===== src/rtl/bcd_down_counter_n.sv =====
// Multi-digit BCD countdown timer with built-in tick prescaler, synchronous
// load, pause, and one-shot or auto-reload operation.
module bcd_down_counter_n #(
  parameter int DIGITS = 2,
  parameter int DIV    = 50000000
) (
  input  logic                  CLOCK_50,
  input  logic                  KEY,
  input  logic                  en,
  input  logic                  load,
  input  logic [4*DIGITS-1:0]   load_value,
  input  logic                  auto_reload,
  output logic [4*DIGITS-1:0]   count,
  output logic                  tick,
  output logic                  zero,
  output logic                  done,
  output logic                  running
);

  localparam int W  = 4 * DIGITS;
  localparam int PW = (DIV > 1) ? $clog2(DIV) : 1;
  localparam logic [W-1:0]  ZERO_VAL = '0;
  localparam logic [PW-1:0] PRESC_MAX = PW'(DIV - 1);
  localparam logic [PW-1:0] PRESC_ONE = PW'(1);

  typedef enum logic [0:0] {
    IDLE = 1'b0,
    RUN  = 1'b1
  } state_t;

  state_t          state_r, state_s;
  logic [W-1:0]    count_r, count_s;
  logic [PW-1:0]   presc_r, presc_s;
  logic            tick_r, tick_s;
  logic            done_r, done_s;
  logic [W-1:0]    load_clean_s;
  logic [W-1:0]    count_dec_s;

  // Digits above 9 are forced to 9 so only legal BCD ever enters the counter.
  function automatic logic [W-1:0] clamp_bcd(input logic [W-1:0] v);
    logic [W-1:0] r;
    r = v;
    for (int i = 0; i < DIGITS; i++) begin
      if (v[4*i +: 4] > 4'd9) begin
        r[4*i +: 4] = 4'd9;
      end else begin
        r[4*i +: 4] = v[4*i +: 4];
      end
    end
    return r;
  endfunction

  function automatic logic [W-1:0] dec_bcd(input logic [W-1:0] v);
    logic [W-1:0] r;
    logic         borrow;
    r      = v;
    borrow = 1'b1;
    for (int i = 0; i < DIGITS; i++) begin
      if (!borrow) begin
        r[4*i +: 4] = v[4*i +: 4];
      end else if (v[4*i +: 4] == 4'd0) begin
        r[4*i +: 4] = 4'd9;
      end else begin
        r[4*i +: 4] = v[4*i +: 4] - 4'd1;
        borrow      = 1'b0;
      end
    end
    return r;
  endfunction

  assign load_clean_s = clamp_bcd(load_value);
  assign count_dec_s  = dec_bcd(count_r);

  // Next-state logic: load has priority; otherwise prescale and count while running.
  always_comb begin
    state_s = state_r;
    count_s = count_r;
    presc_s = presc_r;
    tick_s  = 1'b0;
    done_s  = 1'b0;
    if (load) begin
      count_s = load_clean_s;
      presc_s = '0;
      state_s = (load_clean_s != ZERO_VAL) ? RUN : IDLE;
    end else if ((state_r == RUN) && en) begin
      if (presc_r == PRESC_MAX) begin
        presc_s = '0;
        tick_s  = 1'b1;
      end else begin
        presc_s = presc_r + PRESC_ONE;
      end
      if (!tick_r) begin
        count_s = count_r;
      end else if (count_r != ZERO_VAL) begin
        // Reaching zero signals done; auto_reload decides whether we keep running.
        count_s = count_dec_s;
        if (count_dec_s == ZERO_VAL) begin
          done_s  = 1'b1;
          state_s = auto_reload ? RUN : IDLE;
        end else begin
          state_s = RUN;
        end
      end else begin
        count_s = load_clean_s;
        if (load_clean_s == ZERO_VAL) begin
          done_s  = 1'b1;
          state_s = auto_reload ? RUN : IDLE;
        end else begin
          state_s = RUN;
        end
      end
    end else begin
      state_s = state_r;
    end
  end

  // State, count, prescaler and output pulse registers.
  always_ff @(posedge CLOCK_50 or negedge KEY) begin
    if (!KEY) begin
      state_r <= IDLE;
      count_r <= '0;
      presc_r <= '0;
      tick_r  <= 1'b0;
      done_r  <= 1'b0;
    end else begin
      state_r <= state_s;
      count_r <= count_s;
      presc_r <= presc_s;
      tick_r  <= tick_s;
      done_r  <= done_s;
    end
  end

  assign count   = count_r;
  assign tick    = tick_r;
  assign done    = done_r;
  assign zero    = (count_r == ZERO_VAL);
  assign running = (state_r == RUN);

endmodule


===== config.mk =====
export PLATFORM = sky130hd
export DESIGN_NAME = bcd_down_counter_n
export DESIGN_NICKNAME = d
export VERILOG_FILES = /design/src/rtl/bcd_down_counter_n.sv
export SDC_FILE = /design/constraint.sdc
export NUM_CORES = 1
export LEC_CHECK = 0
export CAP_MARGIN = 0
export CELL_PAD_IN_SITES_DETAIL_PLACEMENT = 0
export CELL_PAD_IN_SITES_GLOBAL_PLACEMENT = 1
export CORE_AREA = 2 2 75 77
export DETAILED_ROUTE_END_ITERATION = 7
export DIE_AREA = 0 0 77 79
export PLACE_DENSITY = 0.91
export SYNTH_ARGS = -nofsm -noshare
export SYNTH_HDL_FRONTEND = slang
export SYNTH_SLANG_ARGS = --single-unit

===== constraint.sdc =====
create_clock -name CLOCK_50 -period 5.79 [get_ports CLOCK_50]
set_input_delay 1.4475 -clock CLOCK_50 [delete_from_list [all_inputs] [get_ports CLOCK_50]]
set_output_delay 1.4475 -clock CLOCK_50 [all_outputs]
set_load 0.01 [all_outputs]

==> impl_metrics.csv <==
group,metric,value,unit
run_status,status,"complete, no violations",
die,ios,25,
setup_path,critical_path_class,"flip-flop to primary output",
sta,rsz0062_at_grt,"false",
sta,finalHoldViolations,0,
sta,drv_slew,0,
placed_design,gp_congestion,0.8486,
clocking,post_cts_buffers,0,
clocking,clkTransAtPathRegs,0.07,ns
setup_path,cp_slowest_cell,"clkdlybuf4s50_1",
synth,post-synth-top-area-cell,"dfrtp_1",
sta,finalSetupViolCount,0,
synth,synth.avg_cell_area,9.003,sq um
placed_design,placement.io_buffers,24,
clocking,cts_buffer_depth,2,
synth,synth_area,0.002395,sq mm
synth,synth_enable_flop_cells,0,
sta,final.min_clock_period,3.634,ns
synth,yosysUniqueCellTypes,66,
clocking,root_buffer,"clkbuf_8",
run,max_cap_viol_count,0,
final_layout,antenna_cells,0,
placed_design,post_dp_cell_area,0.002655,sq mm
clocking,cts_tree,"done",
grt,grt_pass1_vias,2196,
clocking,cts_resized,0,
die,dieHeight,79,um
pwr,sw_frac_of_total,0.2734,
grt,antenna_found_initial,0,
routing,first_iter_violations,143,
synth,synth.most_common_cell,"dfrtp_1",
routing,drc_errors,0,
sta,worstMarginPinSlew,0.8515,ns
setup_path,crit_family,"simple AND/OR/NAND/NOR gates",
placed_design,place_hpwl,4278,um
die,coreArea,0.005338,sq mm
final_layout,drive_above_1_share,0.1111,
hold_path,hold_depth,1,
clocking,clk_latency,0.29,ns
setup_path,cpPeakStageDelay,0.58,ns
final_layout,multi_input_area,0.001351,sq mm
final_layout,design_area,0.002738,sq mm
pwr,power_density,190.3,mW/mm^2
grt,grt-ovfl-total,0,
clocking,hold_buffers,0,
setup_path,cp_max_fo,7,
synth,synth_cells,266,
routing,totalWireLength,6131,um
synth,synth-seq-cells,37,
routing,via_per_inst,6.206,
sta,relSlewSlack,0.4323,
die,die_area,0.006083,sq mm
sta,max_freq,0.2752,GHz
setup_path,r2r_end,"presc_r[15]",
routing,vias,2234,
synth,ys_top_cells_by_area,"dfrtp_1 39%, nor2_1 4.1%, a21oi_1 3.6%",
setup_path,cp_data_required_time,4.34,ns
synth,synthDominantCellAreaShare,0.3866,
synth,synth_nets,280,
routing,wl_per_cell,17.03,um
pwr,power.leakage,0.001007,uW
setup_path,path_cells,"nor4_1 > and3_1 > clkdlybuf4s50_1",
synth,synth_flop_cell,"dfrtp_1",
pwr,seqPwrFrac,0.531,
setup_path,crit_arrival,2.19,ns
sta,min_period_over_period,0.6276,
clocking,numClockSinks,37,
die,die_x,77,um
synth,ys_seq_area_frac,0.3866,
hold_path,worstHoldEndpoint,"presc_r[23]",
pwr,peakVddDrop,104.6,uV
sta,finClkSkew,0.003657,ns
pwr,netSwitchingPower,142.4,uW
setup_path,cp-end-kind,"primary output",
grt,grt_pass1_wl,10870,um
clocking,htreeDepth,2,
grt,track_usage,0.2199,
setup_path,reg2reg_from,"presc_r[0]",
clocking,numCtsBuffers,5,
final_layout,fin_nets,301,
sta,fin_setup_tns,0,ns
hold_path,hold_class,"flip-flop to flip-flop",
setup_path,cp-start-kind,"flip-flop",
pwr,p_clk_frac,0.339,
synth,synth_common_cells,"37 x dfrtp_1, 26 x nor2_1, 22 x nand2_1, 17 x a21oi_1, 13 x nand3_1",
setup_path,regToRegSetupSlack,3.63,ns
synth,async_reset_ff_frac,1.000,
die,num_rows,27,
hold_path,worstHoldStart,"presc_r[23]",
final_layout,syn_to_final_growth,14.32,%
pwr,p_int,378.5,uW
routing,dr.pass1.iters,4,
final_layout,seq_area,925.9,sq um
pwr,pwr-share-comb,0.131,
setup_path,crit_buf_inv,1,
setup_path,worstRegToRegCells,6,
synth,ys_warn_count,0,
routing,ant_nets,0,
grt,grt_start_max_net_pins,38,
final_layout,fillers,531,
die,start_util,0.4487,
-- layer usage --
layer | GRT usage | vias up | wire length, um
met1 | 0.2972 | 1084 | 2635
met2 | 0.3579 | 80 | 2966
li1 | - | 1062 | -
met4 | 0.07143 | 0 | 68
met3 | 0.04205 | 8 | 461
met5 | 0 | - | 0
-- state kept, by name, summed over array words and instances (netlist names) --
register / count
count: 8
tick: 1
running: 1
presc_r: 26
done: 1
-- power by group through the flow --
stage                     clock, uW  combinational [uW]  sequential, uW
final                           176                68.0             276
after global routing            192                76.8             278
after CTS                       182                68.7             276
after detailed placement          0                68.6             281
after global placement            0                67.7             281
after floorplan                   0                33.9             282
-- cells in the final DEF, fill, tap and decap left out, drive strengths merged, types with 6 or more instances in the layout --
cell type | Yosys | layout
dfrtp | 37 | 37
nor2 | 26 | 26
clkdlybuf4s50 | 0 | 23
nand2 | 23 | 23
a21oi | 17 | 17
nor4 | 16 | 16
nand3 | 13 | 13
o21ai | 12 | 12
inv | 11 | 11
nand4 | 11 | 11
and3 | 7 | 7
a21o | 6 | 6
nor3 | 6 | 6
clkbuf | 9 | 6
-- stage by stage --
stage                     hold slack (ns)  setup WS [ns]  std cells  power (uW)    util
after floorplan                    0.4522          3.091        266       315.6       -
after global placement             0.4739          2.241        352       348.8  0.4974
after detailed placement           0.4864          2.142        352       349.8  0.4974
after CTS                          0.5017          2.143        360       526.7  0.5129
after global routing               0.5277          1.970        360       546.6  0.5129
final                              0.5056          2.156        360       520.9  0.5129
-- final cells by class --
cell class,instances,area share
multi-input combinational,206,0.4936
tap,72,0.03291
clock buffer,6,0.02651
inverter,12,0.01645
clock inverter,2,0.003656
sequential,37,0.3382
timing repair buffer,25,0.08867
-- how the worst max path moves through the flow --
| stage | end | depth (start not counted) | startpoint | slack (ns) |
|---|---|---|---|---|
| after floorplan | running | 5 | load_value[5] | 3.09 |
| after global placement | presc_r[22] | 5 | en | 2.24 |
| after detailed placement | presc_r[22] | 5 | en | 2.14 |
| after CTS | zero | 3 | count[4] | 2.14 |
| after global routing | zero | 3 | count[4] | 1.97 |
| final | zero | 3 | count[4] | 2.16 |
-- kinds of logic after synthesis --
group                    synth area share
XOR/XNOR                          0.01463
AO/OA/AOI/OAI                      0.1912
adder cells (fa/ha/maj)          0.005224
buffers and inverters             0.04911
multiplexers                      0.01776
flip-flops                         0.3866
AND/OR/NAND/NOR                    0.3354
Power figures use the tool's default switching activity.
